--- src/rtl/uart_pkg.sv ---
// Shared types and constants for the oversampling UART receiver.
package uart_pkg;

    localparam int DATA_BITS = 8;

    typedef enum logic [2:0] {
        ST_IDLE      = 3'd0,
        ST_START     = 3'd1,
        ST_DATA      = 3'd2,
        ST_STOP      = 3'd3,
        ST_WAIT_IDLE = 3'd4
    } rx_state_e;

endpackage

--- src/rtl/uart_sync.sv ---
// Two-flop synchronizer for the asynchronous serial input.
module uart_sync #(
    parameter logic RESET_VAL = 1'b1
) (
    input  logic clk,
    input  logic srst,
    input  logic d,
    output logic q
);

    logic meta_q;
    logic sync_q;

    always_ff @(posedge clk) begin
        if (srst) begin
            meta_q <= RESET_VAL;
            sync_q <= RESET_VAL;
        end else begin
            meta_q <= d;
            sync_q <= meta_q;
        end
    end

    assign q = sync_q;

endmodule

--- src/rtl/uart_rx_os.sv ---
// 8N1 UART receiver: samples mid-bit using a BAUD_RATE-cycle bit counter,
// presents bytes on a valid/ready port and flags framing errors and overruns.
//
// state        | meaning
// ST_IDLE      | line idle, waiting for rx_s low
// ST_START     | half-bit wait, then confirm start bit
// ST_DATA      | sampling 8 data bits LSB first
// ST_STOP      | sampling stop bit, then one cycle to deliver the result
// ST_WAIT_IDLE | framing error seen, waiting for line to return high
module uart_rx_os
    import uart_pkg::*;
#(
    parameter int BAUD_RATE = 24
) (
    input  logic       clk,
    input  logic       srst,
    input  logic       rx,
    output logic [7:0] data_out,
    output logic       valid,
    input  logic       ready,
    output logic       frame_err,
    output logic       overrun,
    output logic       busy
);

    localparam int CW = $clog2(BAUD_RATE);
    localparam logic [CW-1:0] CNT_LAST  = CW'(BAUD_RATE - 1);
    localparam logic [CW-1:0] HALF_LAST = CW'(BAUD_RATE / 2 - 1);
    localparam logic [2:0]    BIT_LAST  = 3'(DATA_BITS - 1);

    logic rx_s;

    uart_sync #(.RESET_VAL(1'b1)) u_sync (
        .clk  (clk),
        .srst (srst),
        .d    (rx),
        .q    (rx_s)
    );

    rx_state_e            state_q, state_d;
    logic [CW-1:0]        cnt_q, cnt_d;
    logic [2:0]           bit_q, bit_d;
    logic [DATA_BITS-1:0] shift_q, shift_d;
    logic                 stop_hit_q, stop_hit_d;
    logic                 stop_bit_q, stop_bit_d;
    logic [7:0]           data_q, data_d;
    logic                 valid_q, valid_d;
    logic                 ferr_q, ferr_d;
    logic                 ovr_q, ovr_d;
    logic                 load;

    always_comb begin
        state_d    = state_q;
        cnt_d      = cnt_q;
        bit_d      = bit_q;
        shift_d    = shift_q;
        stop_hit_d = stop_hit_q;
        stop_bit_d = stop_bit_q;
        data_d     = data_q;
        valid_d    = valid_q;
        ferr_d     = 1'b0;
        ovr_d      = ovr_q;
        load       = 1'b0;

        if (valid_q && ready) begin
            valid_d = 1'b0;
        end

        case (state_q)
            ST_IDLE: begin
                cnt_d = '0;
                if (!rx_s) begin
                    state_d = ST_START;
                end
            end
            ST_START: begin
                if (cnt_q == HALF_LAST) begin
                    cnt_d   = '0;
                    bit_d   = '0;
                    state_d = rx_s ? ST_IDLE : ST_DATA;
                end else begin
                    cnt_d = cnt_q + 1'b1;
                end
            end
            ST_DATA: begin
                if (cnt_q == CNT_LAST) begin
                    cnt_d   = '0;
                    shift_d = {rx_s, shift_q[DATA_BITS-1:1]};
                    bit_d   = bit_q + 3'd1;
                    if (bit_q == BIT_LAST) begin
                        state_d = ST_STOP;
                    end
                end else begin
                    cnt_d = cnt_q + 1'b1;
                end
            end
            ST_STOP: begin
                // Stop bit is latched at its sample edge and acted on one cycle later.
                if (stop_hit_q) begin
                    stop_hit_d = 1'b0;
                    cnt_d      = '0;
                    if (stop_bit_q) begin
                        load    = 1'b1;
                        state_d = ST_IDLE;
                    end else begin
                        ferr_d  = 1'b1;
                        state_d = ST_WAIT_IDLE;
                    end
                end else if (cnt_q == CNT_LAST) begin
                    stop_hit_d = 1'b1;
                    stop_bit_d = rx_s;
                end else begin
                    cnt_d = cnt_q + 1'b1;
                end
            end
            ST_WAIT_IDLE: begin
                if (rx_s) begin
                    state_d = ST_IDLE;
                end
            end
            default: begin
                state_d = ST_IDLE;
            end
        endcase

        // A new byte always wins; a pending unconsumed byte is an overrun.
        if (load) begin
            data_d  = shift_q;
            valid_d = 1'b1;
            if (valid_q && !ready) begin
                ovr_d = 1'b1;
            end
        end
    end

    always_ff @(posedge clk) begin
        if (srst) begin
            state_q    <= ST_IDLE;
            cnt_q      <= '0;
            bit_q      <= '0;
            shift_q    <= '0;
            stop_hit_q <= 1'b0;
            stop_bit_q <= 1'b0;
            data_q     <= '0;
            valid_q    <= 1'b0;
            ferr_q     <= 1'b0;
            ovr_q      <= 1'b0;
        end else begin
            state_q    <= state_d;
            cnt_q      <= cnt_d;
            bit_q      <= bit_d;
            shift_q    <= shift_d;
            stop_hit_q <= stop_hit_d;
            stop_bit_q <= stop_bit_d;
            data_q     <= data_d;
            valid_q    <= valid_d;
            ferr_q     <= ferr_d;
            ovr_q      <= ovr_d;
        end
    end

    assign data_out  = data_q;
    assign valid     = valid_q;
    assign frame_err = ferr_q;
    assign overrun   = ovr_q;
    assign busy      = (state_q != ST_IDLE);

endmodule
--- config.mk ---
export PLATFORM = sky130hd
export DESIGN_NAME = uart_rx_os
export DESIGN_NICKNAME = d
export VERILOG_FILES = /design/src/rtl/uart_pkg.sv /design/src/rtl/uart_sync.sv /design/src/rtl/uart_rx_os.sv
export SDC_FILE = /design/constraint.sdc
export NUM_CORES = 1
export LEC_CHECK = 0
export CAP_MARGIN = 20
export CELL_PAD_IN_SITES_DETAIL_PLACEMENT = 0
export CELL_PAD_IN_SITES_GLOBAL_PLACEMENT = 1
export CORE_MARGIN = 5
export CORE_UTILIZATION = 35
export DETAILED_ROUTE_END_ITERATION = 12
export PLACE_DENSITY_LB_ADDON = 0.1
export SLEW_MARGIN = 20
export SYNTH_ARGS = -nofsm -noshare
export SYNTH_HDL_FRONTEND = slang
export SYNTH_SLANG_ARGS = --single-unit
--- constraint.sdc ---
create_clock -name clk -period 2.53 [get_ports clk]
set_input_delay 0.253 -clock clk [delete_from_list [all_inputs] [get_ports clk]]
set_output_delay 0.253 -clock clk [all_outputs]
set_load 0.02 [all_outputs]
* After elaboration in Yosys (flattened, before gate mapping)
Index checks and enable logic that the tools add are counted.
** Word-level totals
- Register bits :: 34
- Bits in latches :: 0
- RAM bits :: 0
- Memory bits (read-only) :: 0
- Input bits :: 4
- Output and inout port bits :: 12
- Word-level logic and storage cells :: 70
- Memories kept :: 0
** Cells by class
- $add $sub $neg :: 2
- $mul :: 0
- Div/mod/pow operators :: 0
- Magnitude comparators :: 0
- Equality and inequality tests :: 14
- Shifts and indexed selects :: 0
- Mux-type cells :: 25
- Bitwise gates (word level) :: 2
- Reduce and logical (&&, ||, !) cells :: 15
** Operators by type and width (count)
- $mux 3 :: 9
- $mux 5 :: 4
- $pmux 5 s4 :: 1
- $pmux 3 s5 :: 1
- $ne 2x2->1 const B :: 5
- $mux 1 :: 8
- $eq 3x2->1 const B :: 2
- $eq 3x3->1 const B :: 2
- $pmux 3 s2 :: 1
- $reduce_and 2->1 :: 3
- $reduce_and 3->1 :: 2
- $reduce_and 6->1 :: 1
- $add 5x1->5 const B :: 1
- $eq 5x4->1 const B :: 1
- $eq 5x5->1 const B :: 1
- $reduce_bool 2->1 :: 2
- $reduce_bool 4->1 :: 1
- $add 3x1->3 const B :: 1
- $eq 3x1->1 const B :: 1
- $logic_not 3->1 :: 1
- $ne 3x3->1 const B :: 1
- $reduce_bool 3->1 :: 1
- $reduce_or 3->1 :: 1
- $logic_and 1x1->1 :: 2
- other kinds (4) :: 5

* Depth between registers and ports, before layout
Gate-level depths: netlist of run 1.
- Word-level depth :: 4
- Depth in mapped cells :: 6
- Mapped depth without buffers :: 5

* Hierarchy
From an unflattened synthesis of run 1, not the netlist that was laid out.
** Unflattened totals
- Cell total of the unflattened synthesis :: 157
- Area, all modules :: 1529.0 um^2
** Modules (own cells, without submodules)
- uart_rx_os :: times used 1, cells each 153, area an instance 1476.4 um^2, seq. area each 640.6 um^2
- uart_sync :: times used 1, cells each 4, area an instance 52.6 um^2, seq. area each 40.0 um^2

* Least setup slack after synthesis of run 1
OpenSTA, ideal clock, no wires.
- Path type :: reg2reg
- From :: register cnt_q[0]
- To :: register cnt_q[0]
- Data arrival time :: 1.350 ns
- Required time :: 2.409 ns
- Setup slack :: 1.059 ns
- Stages on the path, launching flop included :: 6
- Path buffers :: 0
- Period minus slack after synthesis :: 1.471 ns
- Cells stage by stage :: dfxtp_1 > ha_1 > and4bb_1 > a2bb2oi_2 > nor3_2 > mux2_2
** Between the ends
- Word-level cells in the longest chain between the ends :: 4
- Elaborated cells between the ends (all ways) :: 10
** RTL lines
- start: declaration :: line uart_rx_os.sv:41 : logic [CW-1:0] cnt_q, cnt_d;
- start signal: assignment :: line uart_rx_os.sv:150 : cnt_q <= cnt_d;
- $add 5x1->5 :: line uart_rx_os.sv:82, uart_rx_os.sv:94, uart_rx_os.sv:113
- $mux 5 :: line uart_rx_os.sv:109 : end else if (cnt_q == CNT_LAST) begin
- $mux 5 :: line uart_rx_os.sv:99 : if (stop_hit_q) begin
- $pmux 5 s4 :: line uart_rx_os.sv:69 : case (state_q)
Several ways; a longest one is shown, not always the timed one. The select of a mux whose other input is x is not followed.
A chain may end at the register's enable or synchronous reset.

* Worst setup path in the final report of run 1
- From :: register state_q[2]
- To :: output port busy
** Between the ends
- Word-level cells in the longest chain between the ends :: 1
** RTL lines
- start: declaration :: line uart_rx_os.sv:40 : rx_state_e state_q, state_d;
- start signal: assignment :: line uart_rx_os.sv:149 : state_q <= state_d;
- $reduce_bool 3->1 :: line uart_rx_os.sv:166 : assign busy = (state_q != ST_IDLE);
- end: declaration :: line uart_rx_os.sv:23 : output logic busy
Every way passes these cells.

==> run_results.csv, run 1 <==
group,metric,value,unit
outcome,status,"finished clean",
floorplanning,pin_count,16,
logic_synthesis,ys_types,46,
logic_synthesis,async_flop_share,0,
placed_design,place_area,0.00165,mm²
sta,worstMarginPinSlew,0.605,ns
logic_synthesis,netlist.top_cell.by_area,"dfxtp_1",
critical_path,arrival,1.78,ns
layout,syn2layout_area_growth,17.4,%
critical_path,rr_startpoint,"cnt_q[0]",
sta,setup_viol,0,
placed_design,hpwl,1940,µm
sta,rsz0062_at_grt,"no",
critical_path,start_kind,"register",
critical_path,cp.required,2.28,ns
clock_network,worst_skew_pair.late_latency,0.28,ns
layout,insertedDiodeCount,0,
sta,skew,0.00676,ns
sta,fin_tns_setup,0,ns
logic_synthesis,synth_edf_count,0,
floorplanning,core,0.00406,mm²
grt,antenna_found_initial,0,
logic_synthesis,synth_common_cells,"34 x dfxtp_1, 23 x nor2_1, 20 x mux2i_1, 6 x nand2_1, 6 x nand2b_1",
logic_synthesis,syn-num-nets,155,
logic_synthesis,ys_warn_count,0,
floorplanning,die_area,0.00566,mm²
drt,first_pass_iters,4,
clock_network,post_cts_resized,0,
clock_network,cts_sinks,34,
drt,drtIter0Drc,33,
placed_design,gp_congestion,0.798,
grt,grt_pass1_vias,1004,
floorplanning,row_count,23,
drt,wl_per_cell,12.7,µm
hold_path,min_path_type,"reg -> reg",
drt,vias,1060,
clock_network,cts_setup_buffers,0,
clock_network,cts_tree,"done",
grt,grt_max_degree,25,
critical_path,crit_fanout,15,
grt,grt.overflow.total,0,
critical_path,reg2reg_setup_slack,0.59,ns
logic_synthesis,synth_area_leaders,"dfxtp_1 46%, mux2i_1 13%, nor2_1 5.8%",
grt,grt_pass1_wl,4500,µm
logic_synthesis,synth_flop_cell,"dfxtp_1",
grt,grt_usage,0.110,
power_and_ir_drop,power_leakage,0.744,nW
sta,drv_slew,0,
drt,drc,0,
hold_path,holdPathStages,1,
hold_path,min_to,"u_sync.q",
power_and_ir_drop,power_density,565,mW/mm²
logic_synthesis,synth-seq-cells,34,
logic_synthesis,synth.yosys.seq_area_share,0.457,
drt,via_per_inst,4.98,
layout,layout-drive-gt1-share,0.110,
critical_path,critical_path_class,"reg -> out",
placed_design,io_buffers,15,
power_and_ir_drop,max-vdd-ir-drop,256,µV
clock_network,h-tree-depth,2,
floorplanning,die_x,75.2,µm
critical_path,timing.rr.end,"bit_q[2]",
clock_network,cts.hold.buffers_added,0,
clock_network,clk_pin_slew,0.07,ns
logic_synthesis,yosysMostFrequentCell,"dfxtp_1",
logic_synthesis,yosys.area.top_type_share,0.457,
sta,fin_crit_sh,0.804,
job,max_cap_violations,0,
critical_path,endpoint_kind,"output pin",
sta,period_needed,2.03,ns
hold_path,hold_path_startpoint,"u_sync.meta_q",
clock_network,cts_buffers,5,
layout,nNetsFinal,169,
floorplanning,dieHeight,75.2,µm
critical_path,r2r_cells,5,
layout,stdcell_area,0.00175,mm²
floorplanning,start_util,0.367,
clock_network,cts_buffer_depth,2,
logic_synthesis,synthCells,148,
layout,num-fill-cells,387,
sta,fmax,0.492,GHz
drt,wl,2700,µm
sta,relSlewSlack,0.591,
clock_network,cts-root-buf,"clkbuf_8",
logic_synthesis,syn-cell-area,0.00149,mm²
drt,postRouteAntennaNets,0,
logic_synthesis,syn_avg_cell_area,10.1,µm²
sta,finalHoldViolations,0,
## area by class of cell
class / count / area [µm²] / area share
clock inverters: 2 / 12.5 / 0.00716
clock buffers: 6 / 82.6 / 0.0472
repair buffers: 16 / 158 / 0.0902
well taps: 50 / 62.6 / 0.0358
flip-flops and latches: 34 / 681 / 0.389
multi-input cells: 102 / 741 / 0.424
inverters: 3 / 11.3 / 0.00644
## worst max path at each step
stage	startpoint	endpoint	slack [ns]	cells past startpoint
CTS	state_q[2]	busy	0.46	2
floorplan	cnt_q[0]	cnt_q[0]	1.06	5
finish	state_q[2]	busy	0.50	2
global placement	cnt_q[0]	bit_q[0]	0.63	5
global route	cnt_q[0]	bit_q[2]	0.40	5
detailed placement	cnt_q[0]	bit_q[2]	0.57	5
## critical path, cell delays in order (launching register included)
cell             delay, ns
dfxtp_1               0.68
or3_1                 0.21
clkdlybuf4s50_1       0.60
## layer usage
layer  track usage  part of all wire  wire (µm)  vias to the layer above
li1              -                 -          -                      556
met1         0.135              0.48       1290                      481
met2         0.162              0.45       1200                       17
met3        0.0441             0.049        131                        6
met4        0.0641             0.026         71                        0
met5             0                 0          0                        -
## sequential cells by signal, summed over array words and instances (netlist names)
signal / flops
valid: 1
cnt_q: 5
u_sync.meta_q: 1
overrun: 1
bit_q: 3
data_out: 8
stop_hit_q: 1
frame_err: 1
state_q: 3
shift_q: 8
u_sync.q: 1
stop_bit_q: 1
## report_power, final
part	switching [mW]	leakage, nW	internal (mW)	total [mW]
logic	0.0163	0.422	0.0131	0.0294
registers	0.00414	0.274	0.538	0.542
clock network	0.198	0.0472	0.219	0.417
total	0.218	0.744	0.770	0.988
## stage by stage
| stage | cells | power (mW) | setup WS, ns | utilization | hold WS (ns) |
|---|---|---|---|---|---|
| floorplan | 148 | 0.573 | 1.06 | - | 0.357 |
| global placement | 205 | 0.584 | 0.628 | 0.407 | 0.401 |
| detailed placement | 205 | 0.584 | 0.566 | 0.407 | 0.399 |
| CTS | 213 | 1.01 | 0.460 | 0.431 | 0.421 |
| global route | 213 | 1.03 | 0.399 | 0.431 | 0.423 |
| finish | 213 | 0.988 | 0.497 | 0.431 | 0.418 |
## kinds of logic (layout without fill, tap and decap cells)
family          Yosys count  in the layout  synth area share
simple gates             58             58             0.219
flops                    34             34             0.457
mux                      21             21             0.142
compound gates           20             20             0.111
buf+inv                  12             27            0.0454
fa+ha+maj                 3              3            0.0252
## cell usage in the layout (no fill, tap or decap), drive strengths merged, types with 2 or more instances in the layout
cell type,count
dfxtp,34
nor2,23
mux2i,20
clkdlybuf4s50,15
nand2b,6
nand2,6
clkbuf,6
nand3,3
a21oi,3
ha,3
nor3,3
inv,3
nand3b,3
o21ai,3
or3,2
or4,2
or2,2
Power figures use the tool's default switching activity.
==> run 2: changes to the inputs <==
==> constraint.sdc (replaced) <==
create_clock -name clk -period 2 [get_ports clk]
set_input_delay 0.2 -clock clk [delete_from_list [all_inputs] [get_ports clk]]
set_output_delay 0.2 -clock clk [all_outputs]
set_load 0.02 [all_outputs]
==> run 2 against run 1 <==
- critical path depth stayed put
- utilization increased by 0.46 points
- sequential power increased by 27%
- die area unchanged
- first-iteration DRC count rose by 15%
- cell count grew 1.4%
- sequential cell count did not move
- worst hold slack better by 0.0033 ns
- register-to-register slack got worse by 0.28 ns
- via count rose by 4.2%
- highest routed layer unchanged
==> run_results.csv, run 2 (synthesized netlist as in run 1, its figures left out) <==
group,metric,value,unit
hold_path,min_path_type,"reg -> reg",
clock_network,cts_sinks,34,
sta,setup_viol,0,
floorplanning,core,0.00406,mm²
critical_path,crit_slowest_cell,"clkdlybuf4s50_1",
clock_network,cts-root-buf,"clkbuf_8",
critical_path,cp.required,1.80,ns
drt,via_per_inst,5.12,
critical_path,cp_top_family,"buffers and inverters",
layout,stdcell_count,216,
sta,fmax,0.532,GHz
drt,postRouteAntennaNets,0,
critical_path,crit_fanout,12,
drt,drtIter0Drc,38,
sta,fin_crit_sh,0.939,
grt,grt_max_degree,22,
power_and_ir_drop,max-vdd-ir-drop,263,µV
layout,nNetsFinal,172,
drt,wl_per_cell,13.3,µm
placed_design,io_buffers,15,
grt,grt_pass1_vias,1105,
layout,layout_common_cells,"34 x dfxtp_1, 23 x nor2_1, 20 x mux2i_1",
sta,worstMarginPinSlew,0.588,ns
power_and_ir_drop,total_power,1.24,mW
layout,insertedDiodeCount,0,
hold_path,min_to,"u_sync.q",
critical_path,max_stage_delay,0.56,ns
grt,grt_pass1_wl,4870,µm
floorplanning,start_util,0.367,
sta,skew,0.00310,ns
sta,fin_tns_setup,0,ns
sta,rsz0062_at_grt,"no",
clock_network,post_cts_resized,0,
placed_design,gp_congestion,0.733,
clock_network,cts_tree,"done",
drt,vias,1105,
sta,finalHoldViolations,0,
floorplanning,die_area,0.00566,mm²
clock_network,cts_buffers,5,
layout,syn2layout_area_growth,18.7,%
outcome,status,"finished clean",
hold_path,hold_path_startpoint,"u_sync.meta_q",
drt,wl,2880,µm
clock_network,h-tree-depth,2,
floorplanning,row_count,23,
clock_network,cts_setup_buffers,0,
placed_design,dp_cells,208,
power_and_ir_drop,power_leakage,0.759,nW
critical_path,arrival,1.68,ns
clock_network,cts_buffer_depth,2,
critical_path,r2r_cells,4,
floorplanning,die_x,75.2,µm
clock_network,clk_pin_slew,0.07,ns
drt,drc,0,
sta,relSlewSlack,0.603,
clock_network,worst_skew_pair.late_latency,0.28,ns
critical_path,start_kind,"register",
job,max_cap_violations,0,
critical_path,path_cells,"or3_1, clkdlybuf4s50_1",
hold_path,holdPathStages,1,
placed_design,hpwl,2070,µm
critical_path,endpoint_kind,"output pin",
critical_path,critical_path_buf_inv_count,1,
grt,antenna_found_initial,0,
sta,period_needed,1.88,ns
sta,drv_slew,0,
critical_path,timing.rr.end,"data_out[4]",
layout,final_common_cell,"dfxtp_1",
grt,grt_usage,0.112,
floorplanning,dieHeight,75.2,µm
power_and_ir_drop,power_density,702,mW/mm²
layout,layout-drive-gt1-share,0.120,
critical_path,reg2reg_setup_slack,0.31,ns
critical_path,rr_startpoint,"state_q[0]",
drt,first_pass_iters,4,
grt,grt.overflow.total,0,
clock_network,cts.hold.buffers_added,0,
critical_path,critical_path_class,"reg -> out",
sta,holdWs,0.421,ns
layout,num-fill-cells,392,
floorplanning,pin_count,16,
## run 2: report_power, final
group	internal [mW]	leakage, nW	switching [mW]
logic	0.0179	0.437	0.0218
clock network	0.278	0.0482	0.237
registers	0.681	0.274	0.00516
## run 2: stage by stage
step / util / cell area (µm²) / worst slack [ns]
5_1_grt: 0.435 / 1770 / 0.0593
3_3_place_gp: 0.413 / 1680 / 0.316
4_1_cts: 0.435 / 1770 / 0.108
3_5_place_dp: 0.413 / 1680 / 0.286
6_report: 0.435 / 1770 / 0.122
2_1_floorplan: - / 1490 / 0.529
## run 2: final cells by class
| cell class | instances | area [µm²] | area share |
|---|---|---|---|
| well taps | 50 | 62.6 | 0.0354 |
| repair buffers | 19 | 180 | 0.102 |
| clock buffers | 7 | 86.3 | 0.0489 |
| clock inverters | 1 | 5.00 | 0.00283 |
| flip-flops and latches | 34 | 681 | 0.385 |
| inverters | 3 | 11.3 | 0.00637 |
| multi-input cells | 102 | 741 | 0.419 |
## run 2: per-layer routing
metal	global-route usage	wire (µm)	vias up
met5	0	0	-
met4	0.0350	21	0
met3	0.0427	113	2
met2	0.191	1420	12
met1	0.131	1320	535
li1	-	-	556
## run 2: worst max-delay path by stage
stage,start,end,slack (ns),cells past startpoint
floorplan,cnt_q[0],cnt_q[0],0.53,5
global placement,cnt_q[0],cnt_q[0],0.32,5
detailed placement,state_q[0],overrun,0.29,4
CTS,state_q[0],busy,0.11,2
global route,state_q[0],busy,0.06,2
finish,state_q[0],busy,0.12,2
==> run 3: changes to the inputs <==
--- a/config.mk
+++ b/config.mk
@@ -10,6 +10,8 @@
 export CELL_PAD_IN_SITES_GLOBAL_PLACEMENT = 1
 export CORE_MARGIN = 5
 export CORE_UTILIZATION = 35
+export CTS_BUF_LIST = sky130_fd_sc_hd__clkbuf_4 sky130_fd_sc_hd__clkbuf_8 sky130_fd_sc_hd__clkbuf_16
+export CTS_CLUSTER_SIZE = 40
 export DETAILED_ROUTE_END_ITERATION = 12
 export PLACE_DENSITY_LB_ADDON = 0.1
 export SLEW_MARGIN = 20
==> run 3 against run 2 <==
- utilization increased by 0.093 points
- setup slack unchanged
- clock skew unchanged
- critical path depth did not move
- fmax did not move
- non-clock buffer count unchanged
- die area stayed put
- cell count unchanged
- register-to-register slack hardly changed
- sequential share of layout area down 0.082 points
- critical path type unchanged
- critical endpoint unchanged
==> run_results.csv, run 3 (synthesized netlist as in run 1, its figures left out) <==
group,metric,value,unit
outcome,status,"finished clean",
critical_path,cp_top_family,"buffers and inverters",
grt,grt.overflow.total,0,
critical_path,r2r_cells,4,
floorplanning,dieHeight,75.2,µm
sta,skew,0.00310,ns
clock_network,worst_skew_pair.late_latency,0.28,ns
drt,wl_per_cell,13.3,µm
clock_network,cts.hold.buffers_added,0,
clock_network,clk_pin_slew,0.07,ns
sta,setup_viol,0,
sta,drv_slew,0,
critical_path,crit_fanout,12,
placed_design,gp_congestion,0.733,
placed_design,place_area,0.00168,mm²
power_and_ir_drop,power_density,709,mW/mm²
drt,first_pass_iters,4,
drt,vias,1105,
sta,finalHoldViolations,0,
sta,fin_crit_sh,0.939,
grt,grt_max_degree,22,
grt,grt_pass1_wl,4870,µm
job,max_cap_violations,0,
placed_design,hpwl,2070,µm
placed_design,dp_cells,208,
critical_path,start_kind,"register",
clock_network,cts_buffer_depth,2,
drt,wl,2870,µm
grt,antenna_found_initial,0,
floorplanning,row_count,23,
critical_path,path_cells,"or3_1, clkdlybuf4s50_1",
critical_path,critical_path_class,"reg -> out",
hold_path,min_path_type,"reg -> reg",
layout,layout-drive-gt1-share,0.127,
layout,multi_input_area,741,µm²
sta,relSlewSlack,0.603,
power_and_ir_drop,power_leakage,0.763,nW
floorplanning,pin_count,16,
critical_path,crit_slowest_cell,"clkdlybuf4s50_1",
critical_path,critical_path_buf_inv_count,1,
critical_path,cp.required,1.80,ns
drt,drtIter0Drc,39,
hold_path,min_to,"u_sync.q",
sta,fin_tns_setup,0,ns
layout,stdcell_area,0.00177,mm²
hold_path,hold_path_startpoint,"u_sync.meta_q",
layout,register_area,681,µm²
layout,stdcell_count,216,
sta,worstMarginPinSlew,0.588,ns
sta,fmax,0.532,GHz
critical_path,arrival,1.68,ns
layout,final_common_cell,"dfxtp_1",
floorplanning,die_area,0.00566,mm²
drt,postRouteAntennaNets,0,
clock_network,cts_tree,"done",
clock_network,cts_sinks,34,
power_and_ir_drop,total_power,1.25,mW
layout,syn2layout_area_growth,18.9,%
critical_path,max_stage_delay,0.56,ns
power_and_ir_drop,max-vdd-ir-drop,263,µV
critical_path,timing.rr.end,"data_out[4]",
critical_path,reg2reg_setup_slack,0.31,ns
sta,period_needed,1.88,ns
grt,grt_usage,0.112,
clock_network,post_cts_resized,0,
hold_path,holdPathStages,1,
drt,drc,0,
drt,via_per_inst,5.12,
sta,rsz0062_at_grt,"no",
critical_path,rr_startpoint,"state_q[0]",
layout,layout_common_cells,"34 x dfxtp_1, 23 x nor2_1, 20 x mux2i_1",
critical_path,cp-startpoint,"state_q[0]",
clock_network,cts_buffers,5,
floorplanning,die_x,75.2,µm
placed_design,io_buffers,15,
critical_path,endpoint_kind,"output pin",
clock_network,cts_setup_buffers,0,
floorplanning,core,0.00406,mm²
layout,fin_util,0.436,
layout,nNetsFinal,172,
grt,grt_pass1_vias,1105,
clock_network,h-tree-depth,2,
floorplanning,start_util,0.367,
layout,num-fill-cells,390,
layout,insertedDiodeCount,0,
clock_network,cts-root-buf,"clkbuf_8",
run 3: metal layers:
metal | GRT usage | vias up | wire (µm)
met4 | 0.0350 | 0 | 21
met2 | 0.191 | 12 | 1420
met5 | 0 | - | 0
met3 | 0.0427 | 2 | 113
met1 | 0.131 | 535 | 1320
li1 | - | 556 | -
run 3: power breakdown:
part	internal (mW)	leakage [nW]	switching, mW
registers	0.681	0.274	0.00515
logic	0.0179	0.437	0.0218
clock network	0.291	0.0517	0.238
total	0.990	0.763	0.265
run 3: metrics by stage:
step                      hold slack, ns  setup WS, ns
after floorplan                    0.304         0.529
after global placement             0.403         0.316
after detailed placement           0.402         0.286
after CTS                          0.422         0.108
after global routing               0.427        0.0593
final                              0.420         0.122
run 3: worst max-delay path by stage:
stage,to,depth (start not counted)
after floorplan,cnt_q[0],5
after global placement,cnt_q[0],5
after detailed placement,overrun,4
after CTS,busy,2
after global routing,busy,2
final,busy,2
run 3: final cells by class:
type	count	share of cell area
inverters	3	0.00636
clock inverters	1	0.00283
repair buffers	19	0.102
multi-input cells	102	0.418
clock buffers	7	0.0509
flip-flops and latches	34	0.384
well taps	50	0.0353
